**src/rtl/vga_pkg.sv**
```systemverilog
// Shared VGA timing defaults and the sync bundle carried through the output delay line.
package vga_pkg;

    localparam int DEF_H_ACTIVE = 640;
    localparam int DEF_H_FP     = 16;
    localparam int DEF_H_SYNC   = 96;
    localparam int DEF_H_BP     = 48;
    localparam int DEF_V_ACTIVE = 480;
    localparam int DEF_V_FP     = 10;
    localparam int DEF_V_SYNC   = 2;
    localparam int DEF_V_BP     = 33;

    localparam int H_TOTAL      = DEF_H_ACTIVE + DEF_H_FP + DEF_H_SYNC + DEF_H_BP;
    localparam int V_TOTAL      = DEF_V_ACTIVE + DEF_V_FP + DEF_V_SYNC + DEF_V_BP;
    localparam int H_SYNC_START = DEF_H_ACTIVE + DEF_H_FP;
    localparam int H_SYNC_END   = H_SYNC_START + DEF_H_SYNC;
    localparam int V_SYNC_START = DEF_V_ACTIVE + DEF_V_FP;
    localparam int V_SYNC_END   = V_SYNC_START + DEF_V_SYNC;

    typedef struct packed {
        logic hs;
        logic vs;
        logic blank_n;
    } sync_t;

    localparam sync_t SYNC_IDLE = '{hs: 1'b1, vs: 1'b1, blank_n: 1'b0};

    function automatic logic in_window(logic [9:0] val, logic [9:0] lo, logic [9:0] hi);
        return (val >= lo) && (val < hi);
    endfunction

endpackage

```
**src/rtl/sync_delay.sv**
```systemverilog
// Clock-enabled shift register for the sync bundle; every stage resets to the idle levels.
module sync_delay
    import vga_pkg::*;
#(
    parameter int DEPTH = 1
) (
    input  logic  clk,
    input  logic  rst,
    input  logic  en,
    input  sync_t d,
    output sync_t q
);

    sync_t stage [DEPTH];

    always_ff @(posedge clk or posedge rst) begin
        if (rst) begin
            for (int i = 0; i < DEPTH; i++) stage[i] <= SYNC_IDLE;
        end else if (en) begin
            stage[0] <= d;
            for (int i = 1; i < DEPTH; i++) stage[i] <= stage[i-1];
        end
    end

    assign q = stage[DEPTH-1];

endmodule

```
**src/rtl/vga_scan_gen.sv**
```systemverilog
// VGA scan counters, delayed sync/blank outputs and per-frame strobes, one pixel every two Clk.
module vga_scan_gen
    import vga_pkg::*;
#(
    parameter int H_ACTIVE = DEF_H_ACTIVE,
    parameter int H_FP     = DEF_H_FP,
    parameter int H_SYNC   = DEF_H_SYNC,
    parameter int H_BP     = DEF_H_BP,
    parameter int V_ACTIVE = DEF_V_ACTIVE,
    parameter int V_FP     = DEF_V_FP,
    parameter int V_SYNC   = DEF_V_SYNC,
    parameter int V_BP     = DEF_V_BP,
    parameter int PIPE_DLY = 1
) (
    input  logic       Clk,
    input  logic       Reset,
    output logic       VGA_CLK,
    output logic       VGA_HS,
    output logic       VGA_VS,
    output logic       VGA_BLANK_N,
    output logic       VGA_SYNC_N,
    output logic [9:0] DrawX,
    output logic [9:0] DrawY,
    output logic       pix_en,
    output logic       frame_start,
    output logic       vblank_start
);

    localparam int LINE_TOTAL  = H_ACTIVE + H_FP + H_SYNC + H_BP;
    localparam int FRAME_LINES = V_ACTIVE + V_FP + V_SYNC + V_BP;
    // A zero-depth request still gets one register so outputs never come straight from compare logic.
    localparam int STAGES      = (PIPE_DLY < 1) ? 1 : PIPE_DLY;

    localparam logic [9:0] H_LAST   = 10'(LINE_TOTAL - 1);
    localparam logic [9:0] V_LAST   = 10'(FRAME_LINES - 1);
    localparam logic [9:0] V_VIS_LAST = 10'(V_ACTIVE - 1);
    localparam logic [9:0] H_VIS    = 10'(H_ACTIVE);
    localparam logic [9:0] V_VIS    = 10'(V_ACTIVE);
    localparam logic [9:0] HS_START = 10'(H_ACTIVE + H_FP);
    localparam logic [9:0] HS_END   = 10'(H_ACTIVE + H_FP + H_SYNC);
    localparam logic [9:0] VS_START = 10'(V_ACTIVE + V_FP);
    localparam logic [9:0] VS_END   = 10'(V_ACTIVE + V_FP + V_SYNC);

    logic       toggle;
    logic [9:0] h;
    logic [9:0] v;
    logic       h_last;
    logic       v_last;
    sync_t      sync_raw;
    sync_t      sync_out;

    always_ff @(posedge Clk or posedge Reset) begin
        if (Reset) toggle <= 1'b0;
        else       toggle <= ~toggle;
    end

    assign pix_en     = toggle;
    assign VGA_CLK    = toggle;
    assign VGA_SYNC_N = 1'b0;

    // >= rather than == so a corrupted count still wraps on the next pixel.
    assign h_last = (h >= H_LAST);
    assign v_last = (v >= V_LAST);

    always_ff @(posedge Clk or posedge Reset) begin
        if (Reset) begin
            h            <= '0;
            v            <= '0;
            frame_start  <= 1'b0;
            vblank_start <= 1'b0;
        end else begin
            frame_start  <= pix_en && h_last && v_last;
            vblank_start <= pix_en && h_last && (v == V_VIS_LAST);
            if (pix_en) begin
                if (h_last) begin
                    h <= '0;
                    if (v_last) v <= '0;
                    else        v <= v + 10'd1;
                end else begin
                    h <= h + 10'd1;
                end
            end
        end
    end

    always_comb begin
        sync_raw         = SYNC_IDLE;
        sync_raw.hs      = !in_window(h, HS_START, HS_END);
        sync_raw.vs      = !in_window(v, VS_START, VS_END);
        sync_raw.blank_n = (h < H_VIS) && (v < V_VIS);
    end

    sync_delay #(.DEPTH(STAGES)) u_sync_delay (
        .clk (Clk),
        .rst (Reset),
        .en  (pix_en),
        .d   (sync_raw),
        .q   (sync_out)
    );

    assign VGA_HS      = sync_out.hs;
    assign VGA_VS      = sync_out.vs;
    assign VGA_BLANK_N = sync_out.blank_n;
    assign DrawX       = h;
    assign DrawY       = v;

endmodule

```
**config.mk**
```make
export PLATFORM = sky130hd
export DESIGN_NAME = vga_scan_gen
export DESIGN_NICKNAME = d
export VERILOG_FILES = /design/src/rtl/vga_pkg.sv /design/src/rtl/sync_delay.sv /design/src/rtl/vga_scan_gen.sv
export SDC_FILE = /design/constraint.sdc
export NUM_CORES = 1
export LEC_CHECK = 0
export ABC_CLOCK_PERIOD_IN_PS = 2000
export BUFFER_PORTS_ARGS = -buffer_cell sky130_fd_sc_hd__buf_2
export CAP_MARGIN = 20
export CELL_PAD_IN_SITES_DETAIL_PLACEMENT = 0
export CELL_PAD_IN_SITES_GLOBAL_PLACEMENT = 1
export CORE_MARGIN = 2
export CORE_UTILIZATION = 38
export CTS_BUF_LIST = sky130_fd_sc_hd__clkbuf_4
export CTS_CLUSTER_SIZE = 24
export DETAILED_ROUTE_END_ITERATION = 10
export PLACE_DENSITY_LB_ADDON = 0.05
export SLEW_MARGIN = 20
export SYNTH_ARGS = -nofsm -noshare
export SYNTH_HDL_FRONTEND = slang
export SYNTH_SLANG_ARGS = --single-unit
```
**constraint.sdc**
```tcl
create_clock -name Clk -period 2 [get_ports Clk]
set_input_delay 0.1 -clock Clk [delete_from_list [all_inputs] [get_ports Clk]]
set_output_delay 0.1 -clock Clk [all_outputs]
set_load 0.02 [all_outputs]
```
== After elaboration in Yosys (flattened, before gate mapping) ==
Cells that the tools add are included.

* Multiplexer cells: 2
* Equality and inequality tests: 1
* Reductions and logical operators: 9
* Order comparisons: 8
* Add/subtract/negate cells: 2
* Bitwise gates (word level): 1

{| class="wikitable"
|+ Operators with widths
! cell !! number
|-
| 10-bit greater-or-equal comparator (second input constant) || 3
|-
| 10-bit by 1-bit adder with 10-bit output (second input constant) || 2
|-
| 10-bit < comparator (second input constant) || 2
|-
| 10-bit by 9-bit < comparator with 1-bit output (second input constant) || 2
|-
| 10-bit 2-to-1 mux || 2
|-
| 10-bit by 9-bit equality test with 1-bit output (second input constant) || 1
|-
| 10-bit by 9-bit greater-or-equal comparator with 1-bit output (second input constant) || 1
|-
| 1-bit logical AND || 6
|-
| 1-bit logical NOT || 2
|-
| 2-bit AND reduction || 1
|-
| 1-bit inverter || 1
|}

* Register bits: 26
* Output and inout port bits: 28
* Word-level logic and storage cells: 31

== Longest topological paths before layout ==
Gate-level depths: netlist of the first run.

* Depth after elaboration: 3
* Mapped depth: 6
* Mapped depth without buffers: 5

== By module ==
From an unflattened synthesis of the first run, not the netlist that was laid out.

* Cells, all modules: 148
* Area, all modules: 1436.4 um2

{| class="wikitable"
|+ By module, submodules not included
! module !! area an instance (um2) !! cells each !! times used
|-
| vga_scan_gen || 1321.3 || 141 || 1
|-
| sync_delay || 115.1 || 7 || 1
|}

== Least setup slack after synthesis of the first run ==
OpenSTA, ideal clock, no wires.

* Path kind: register to register
* Start: register v[5] (netlist: DrawY[5])
* End: register v[8] (netlist: DrawY[8])
* Data required time: 1.917 ns
* Library setup time: 0.083 ns
* Data arrival time: 1.880 ns
* Setup slack: 0.037 ns
* Stages on the path, launching flop included: 5
* Cells stage by stage: dfrtp_1 > or4_4 > o31a_1 > or4_1 > o21ai_0

* Word-level cells in the longest chain between the ends: 2
* Elaborated cells between the ends (all ways): 3
* Those cells by class: 1 x add/sub; 1 x order compare; 1 x mux

{| class="wikitable"
|+ RTL lines
! element !! line !! source
|-
| from (decl) || vga_scan_gen.sv:46 || <nowiki>logic [9:0] v;</nowiki>
|-
| from (signal assigned) || vga_scan_gen.sv:78 || <nowiki>else v <= v + 10'd1;</nowiki>
|-
| 10-bit by 1-bit adder with 10-bit output or 10-bit greater-or-equal comparator (tied branches) || vga_scan_gen.sv:78, vga_scan_gen.sv:63 ||
|-
| 10-bit 2-to-1 mux * || vga_scan_gen.sv:77 || <nowiki>if (v_last) v <= '0;</nowiki>
|}

Every way passes the cells marked *; elsewhere a longest branch is shown, timed or not.
A chain may end at the register's enable or synchronous reset.

== Worst setup path in the final report of the first run ==
Same ends and word-level chain as after synthesis.

==> reports/results.tsv, run 1 <==
metric	value	unit
status	finished, final reports clean	
layout.cells.non_filler	226	
nFillCells	341	
end_kind	register	
clkSinkCount	26	
clock_skew	0.00971	ns
crit_arrival	2.15	ns
peakVddDrop	0.239	mV
final_antenna_net_count	0	
seqCellArea	653	um2
initial_core_util	40.0	%
period_share	94.2	%
whs	0.346	ns
first_global_vias	1113	
dr_total_vias	1203	
synth.ff_latch_count	26	
cts_tree	built	
fmax	531	MHz
grt_max_degree	27	
rows	21	
wl	3170	um
synth_area	1360	um2
dpl.hpwl	2290	um
ios	30	
synth_flop_cell	dfrtp_1	
cts_root_buf	clkbuf_4	
fin_crit	1.88	ns
worstPathMaxFanout	5	
setup_tns	0	ns
overflow	0	
synth.avg_cell_area	9.41	um2
htree_levels	1	
clkTransAtPathRegs	0.14	ns
synth-seq-area-share	48.2	%
pre_cts_ws	0.142	ns
portBuffers	28	
place_area	1590	um2
grt_pass1_wl	5490	um
core_area	3390	um2
yosys.cell_types.count	40	
synth.largest_area_cell	dfrtp_1	
synth_edf_count	0	
syn-num-nets	150	
ys_top_cells_by_area	dfrtp_1, nand2_1, o21ai_0	
fin_nets	188	
drt_first_pass_iters	4	
multiInputGateArea	642	um2
hold_viol	0	
routedWlPerCell	14.0	um
p_leak	0.000753	uW
gp_congestion	0.847	
antenna_cells	0	
die_height	63.7	um
maxCapViolations	0	
path_class	register to register	
grt_antenna_before_repair	0	
die_area	4060	um2
required	2.26	ns
first_iter_violations	63	
cts_max_path_buffers	2	
drv_slew	0	
rsz0062_at_grt	no	
ctsResizeCount	0	
ys_warn_count	0	
design_area	1630	um2
setup_ws	0.116	ns
yosysMostFrequentCell	dfrtp_1	
dp.cells	221	
syn2layout_area_growth	20.3	%
drcViolationCount	0	
clk_latency	0.33	ns
grtUsageTotal	17.4	%
power_density	473	nW/um2
yosysTopAreaCellShare	44.3	%
hold_path_class	primary input to asynchronous set/reset pin	
ys_async_sr_fraction	100	%
start_kind	register	
dieWidth	63.7	um
syn_inst	144	
cts_buffers	3	
synth_commonest_cells	dfrtp_1, nand2_1, nor2_1, o21ai_0	
drive_above_1_share	25.0	%
setup_viol	0	
via_per_inst	5.32	
## registers in the layout, indices dropped and copies added (netlist names)
register and count:
DrawX 10, DrawY 10, u_sync_delay.q 3, frame_start 1
vblank_start 1, VGA_CLK 1
## routing by layer
layer,GRT usage [%],wire length (um)
met1,27.0,1680
met2,23.9,1310
met3,3.04,149
met4,6.52,32
met5,0,0
## worst max-delay path: stages (launching register included)
cell and delay [ns]:
dfrtp_1 0.40, or4_4 0.55, o31a_1 0.30, or4_1 0.47
o21ai_0 0.09
## final timing paths
check | startpoint | to | slack [ns] | cells after the start
hold reg to reg | VGA_CLK | VGA_CLK | 0.50 | 1
setup reg to reg | DrawY[5] | DrawY[8] | 0.12 | 4
min in group Clk | VGA_CLK | VGA_CLK | 0.50 | 1
hold / removal | Reset | vblank_start | 0.35 | 4
max in group asynchronous | Reset | u_sync_delay.q[2] | 1.34 | 4
setup / recovery | DrawY[5] | DrawY[8] | 0.12 | 4
## layout by cell type (no fill, tap or decap), drive strengths merged
cell	Yosys	routed
a211o	1	1
a211oi	1	1
a21o	1	1
a21oi	6	6
a22o	3	3
a22oi	1	1
a31oi	1	1
a41oi	1	1
and2	1	1
and3	4	4
buf	2	38
clkbuf	4	3
conb	1	1
dfrtp	24	24
dfstp	2	2
dlygate4sd3	0	1
ha	4	4
inv	8	8
nand2	15	15
nand2b	1	1
nand3	8	8
nand3b	2	2
nand4	4	4
nor2	11	11
nor2b	1	1
nor3	4	4
nor4	3	3
nor4b	1	1
o21ai	11	11
o22ai	1	1
o2bb2ai	1	1
o311ai	2	2
o31a	1	1
o31ai	2	2
o41a	1	1
or3	3	3
or4	3	3
xnor2	1	1
xor2	3	3
## through the flow
step / utilization, % / total power [uW]
6_report: 48.1 / 772
5_1_grt: 48.1 / 808
4_1_cts: 47.9 / 787
3_5_place_dp: 46.9 / 551
3_3_place_gp: 46.9 / 551
2_1_floorplan: - / 547
## area by class of cell
cell class	instances	area share [%]
clock buffer	3	1.38
inverter	8	1.84
multi-input combinational	104	39.4
sequential	26	40.1
tap	46	3.53
timing repair buffer	39	13.8
## where the power goes
part	total (uW)	switching (uW)	internal [uW]
clock network	230	159	70.9
registers	526	0	526
logic	15.7	12.3	3.40
## cell families (layout without fill, tap and decap cells)
kind of cell,after synthesis,count (layout),synth area share (%)
xor+xnor,4,4,2.59
buf+inv,14,50,4.43
compound gates,34,34,17.6
other cells,1,1,0.277
flops,26,26,48.2
simple gates,61,61,23.2
fa+ha+maj,4,4,3.69
## what timing repair did
| item | CTS | global route |
|---|---|---|
| endpoints found under the hold margin | 24 | 0 |
| hold buffers | 1 | 0 |
| setup endpoints to repair | 0 | 3 |
| buffers inserted | 0 | 1 |
Power figures use the tool's default switching activity.
==> run 2, diff against run 1 <==
Settings changed: CORE_MARGIN 2 to 10, REMOVE_ABC_BUFFERS set to 1.
==> run 2 against run 1 <==
Effect of this change:
- register-to-register slack is essentially flat
- die area grew 57%
- sequential share of layout area shrank 0.21 points
- highest routed layer unchanged
==> reports/results.tsv, run 2 (synthesis gave the netlist of run 1 again) <==
metric	value	unit	change
die_area	6350	um2	+57%
clock_skew	0.000805	ns	-0.00891 ns
clkSinkCount	26		unchanged
gp_congestion	0.849		+0.27%
rsz0062_at_grt	no		
peakVddDrop	0.169	mV	-29%
clkTransAtPathRegs	0.14	ns	about the same
hold_path_class	primary input to asynchronous set/reset pin		
dpl.hpwl	2640	um	+15%
end_kind	register		
cts_tree	built		
place_area	1600	um2	+0.47%
grtUsageTotal	11.1	%	-6.3 points
maxCapViolations	0		unchanged
cts_root_buf	clkbuf_4		
drv_slew	0		unchanged
fmax	528	MHz	-0.49%
final_common_cell	buf_2		
status	finished, final reports clean		
fin_nets	189		+0.53%
htree_levels	1		unchanged
setup_viol	0		unchanged
initial_core_util	40.0	%	unchanged
antenna_cells	0		unchanged
drt_first_pass_iters	4		unchanged
worstPathMaxFanout	5		unchanged
path_class	register to register		
first_iter_violations	63		unchanged
dr_wl_met3	226	um	+52%
wl	3440	um	+8.4%
reg2reg_from	DrawY[5]		
hold_viol	0		unchanged
cts_buffers	3		unchanged
grt_pass1_wl	5730	um	+4.4%
overflow	0		unchanged
clk_latency	0.33	ns	about the same
first_global_vias	1207		+8.4%
power_density	474	nW/um2	about the same
period_share	94.7	%	+0.47 points
grt_max_degree	18		-33%
cts_max_path_buffers	2		unchanged
syn2layout_area_growth	21.0	%	
routedWlPerCell	15.1	um	+7.9%
met2_length	1470	um	+12%
power	777	uW	+0.59%
dr_total_vias	1229		+2.2%
portBuffers	28		unchanged
crit_start	DrawY[5]		
cpPeakStageDelay	0.56	ns	about the same
met1Wirelength	1700	um	+1.2%
ios	30		unchanged
crit_arrival	2.15	ns	about the same
p_leak	0.000759	uW	+0.79%
grt_antenna_before_repair	0		unchanged
setup_ws	0.107	ns	-0.00933 ns
die_height	79.7	um	+25%
rows	21		unchanged
dieWidth	79.7	um	+25%
pre_cts_ws	0.139	ns	-0.00359 ns
fin_crit	1.89	ns	+0.00933 ns
crit_slowest_cell	or4_4		
via_per_inst	5.41		+1.7%
top_layer_used	met4		
cp_cell_sequence	or4_4 -> o31a_1 -> or4_1 -> o21ai_0		
start_kind	register		
drive_above_1_share	26.0	%	+0.97 points
final_antenna_net_count	0		unchanged
drcViolationCount	0		unchanged
core_area	3390	um2	unchanged
final_cell_mix	buf_2, dfrtp_1, nand2_1		
required	2.26	ns	about the same
design_area	1640	um2	+0.54%
## run 2: changes by cell type in the layout (fill, tap and decap cells not counted)
cell     before  now
a211o_2       0    1
buf_4        10   11
a211o_1       1    0
## run 2: repair_timing
item                                    CTS  global route
endpoints found under the hold margin     9             0
endpoints found under the setup margin    0             2
gates resized for setup                   0             1
hold buffers                              1             0
buffers inserted                          0             1
## run 2: critical path, delay by kind of cell (launching register included)
kind | cells | cell delay [ns]
AOI/OAI and AO/OA | 2 | 0.39
DFF | 1 | 0.41
and+or+nand+nor | 2 | 1.02
## run 2: power by group
group / switching, uW / leakage [uW] / total (uW) / internal [uW]
Clock: 164 / 0.0000138 / 235 / 70.9
Sequential: 0 / 0.000337 / 526 / 526
Combinational: 12.2 / 0.000408 / 15.6 / 3.35
Total: 176 / 0.000759 / 776 / 600
## run 2: layout make-up
class                           count  area, um2
Tap cell                           46       57.6
Clock buffer                        3       22.5
Sequential cell                    26        653
Timing Repair Buffer               40        233
Multi-Input combinational cell    104        643
Fill cell                         350       1750
Inverter                            8       30.0
## run 2: metal layers
layer	vias to the layer above	GRT usage, %
met5	-	0
met4	0	3.58
met3	5	3.15
met2	31	15.9
met1	597	15.5
li1	596	-
## run 2: worst paths after layout
check	endpoint	cells past startpoint	slack, ns
max in group asynchronous	u_sync_delay.q[2]	4	1.12
min reg2reg	VGA_CLK	1	0.50
max reg2reg	DrawY[6]	4	0.11
max	DrawY[6]	4	0.11
min	DrawY[6]	3	0.26
min in group Clk	VGA_CLK	1	0.50
## run 2: per-stage QoR
stage | setup TNS [ns] | hold WS, ns | std cells | util [%]
6_report | 0 | 0.262 | 227 | 48.4
3_5_place_dp | 0 | 0.0903 | 222 | 47.1
4_1_cts | 0 | 0.292 | 226 | 48.1
3_3_place_gp | 0 | 0.0836 | 222 | 47.1
5_1_grt | 0 | 0.317 | 227 | 48.4
2_1_floorplan | -0.685 | 0.139 | 138 | -
==> run 3, diff against run 2 <==
Settings changed: CORE_UTILIZATION 38 to 36, CTS_BUF_LIST sky130_fd_sc_hd__clkbuf_4 to not set.
==> run 3 against run 2 <==
Effect of this change:
- sequential power hardly changed
- utilization is 2.7 points lower
- hold slack better by 0.16 ns
- highest routed layer unchanged
- sequential share of layout area is 0.80 points lower
- fmax is 0.32% higher
- critical path depth stayed put
- register-to-register slack hardly changed
- sequential cell count stayed put
- wire length is 3.4% higher
- die area is 4.1% higher
==> reports/results.tsv, run 3 (synthesis gave the netlist of run 1 again) <==
metric	value	unit	change
nFillCells	388		+11%
initial_core_util	37.0	%	-3.0 points
layout.cells.non_filler	229		+0.88%
drcViolationCount	0		unchanged
cts_tree	built		
final_common_cell	buf_2		
crit_slowest_cell	or4_4		
setup_viol	0		unchanged
final_antenna_net_count	0		unchanged
power	884	uW	+14%
dr_wl_met3	210	um	-7.1%
met1Wirelength	1580	um	-6.7%
p_leak	0.000769	uW	+1.4%
worstPathMaxFanout	5		unchanged
fin_crit	1.89	ns	-0.00611 ns
grt_pass1_wl	6020	um	+5.1%
path_class	register to register		
overflow	0		unchanged
gp_congestion	0.876		+3.1%
htree_levels	1		unchanged
drt_first_pass_iters	4		unchanged
clkSinkCount	26		unchanged
fin_nets	188		-0.53%
rows	22		+4.8%
grt_max_degree	27		+9
end_kind	register		
ios	30		unchanged
cts_buffers	3		unchanged
syn2layout_area_growth	23.5	%	
rsz0062_at_grt	no		
first_iter_violations	57		-9.5%
wl	3550	um	+3.4%
setup_tns	0	ns	unchanged
power_density	528	nW/um2	+12%
clkTransAtPathRegs	0.09	ns	-0.05 ns
clock_skew	0.00320	ns	+0.00240 ns
antenna_cells	0		unchanged
via_per_inst	5.29		-2.3%
dpl.hpwl	2640	um	about the same
cpPeakStageDelay	0.57	ns	about the same
core_area	3660	um2	+8.0%
grtUsageTotal	11.6	%	+0.46 points
clk_latency	0.27	ns	-0.06 ns
postCtsSetupBuffers	0		unchanged
status	finished, final reports clean		
top_layer_used	met4		
dieWidth	81.4	um	+2.1%
die_height	81.4	um	+2.1%
final_cell_mix	buf_2, dfrtp_1, nand2_1		
die_area	6620	um2	+4.1%
hold_viol	0		unchanged
dr_total_vias	1211		-1.5%
start_kind	register		
peakVddDrop	0.279	mV	+65%
drive_above_1_share	26.0	%	unchanged
routedWlPerCell	15.5	um	+2.5%
cts_max_path_buffers	2		unchanged
drv_slew	0		unchanged
portBuffers	28		unchanged
cts_root_buf	clkbuf_8		
crit_arrival	2.08	ns	-0.07 ns
met2_length	1720	um	+17%
fmax	530	MHz	+0.32%
grt_antenna_before_repair	0		unchanged
required	2.19	ns	-0.07 ns
period_share	94.4	%	-0.31 points
dp.cells	224		+0.90%
first_global_vias	1220		+1.1%
hold_path_class	primary input to asynchronous set/reset pin		
cp_cell_sequence	or4_4 -> o31a_1 -> or4_1 -> o21ai_0		
maxCapViolations	0		unchanged
[run 3: cell types whose count changed in the layout (fill, tap and decap cells not counted)]
cell / change
a211o_1: +1
a211o_2: -1
buf_4: -1
clkbuf_4: -3
clkbuf_8: +4
o311ai_1: -1
o311ai_2: +1
[run 3: per-stage QoR]
stage | hold slack (ns) | worst slack [ns] | instance area (um2) | utilization, %
after floorplan | 0.139 | -0.154 | 1330 | -
after global placement | 0.173 | 0.176 | 1600 | 43.7
after detailed placement | 0.176 | 0.135 | 1600 | 43.7
after CTS | 0.425 | 0.107 | 1670 | 45.5
after global routing | 0.476 | 0.0248 | 1670 | 45.7
final | 0.426 | 0.113 | 1670 | 45.7
[run 3: worst paths after layout]
kind	slack (ns)	startpoint	end	depth (start not counted)
worst max-delay path	0.11	DrawY[5]	DrawY[6]	4
worst min-delay path	0.43	Reset	frame_start	4
worst max register to register	0.11	DrawY[5]	DrawY[6]	4
worst min register to register	0.48	VGA_CLK	VGA_CLK	1
max in group asynchronous	1.27	Reset	u_sync_delay.q[2]	4
min in group Clk	0.48	VGA_CLK	VGA_CLK	1
[run 3: worst max-delay path, delay by kind of cell, from the launching register on]
| kind | cells | cell delay (ns) |
|---|---|---|
| compound gates | 2 | 0.38 |
| flops | 1 | 0.39 |
| simple gates | 2 | 1.04 |
[run 3: per-layer routing]
| metal | GRT usage [%] | up-vias |
|---|---|---|
| li1 | - | 592 |
| met1 | 14.1 | 588 |
| met2 | 19.4 | 27 |
| met3 | 2.76 | 4 |
| met4 | 4.15 | 0 |
| met5 | 0 | - |
[run 3: cell type report]
| class | count | area (um2) | share of cell area (%) |
|---|---|---|---|
| tap | 48 | 60.1 | 3.59 |
| clock buffer | 4 | 55.1 | 3.29 |
| multi-input combinational | 104 | 649 | 38.8 |
| inverter | 8 | 30.0 | 1.80 |
| timing repair buffer | 39 | 225 | 13.5 |
| sequential | 26 | 653 | 39.0 |
[run 3: timing repair]
action / CTS / global route
endpoints found under the hold margin: 24 / 0
setup endpoints to repair: 0 / 1
hold buffers: 1 / 0
resized for setup: 0 / 1
[run 3: power by group]
part / total (uW) / switching [uW] / internal (uW)
clock network: 342 / 166 / 176
registers: 525 / 0 / 525
logic: 16.1 / 12.7 / 3.40
total: 884 / 179 / 705
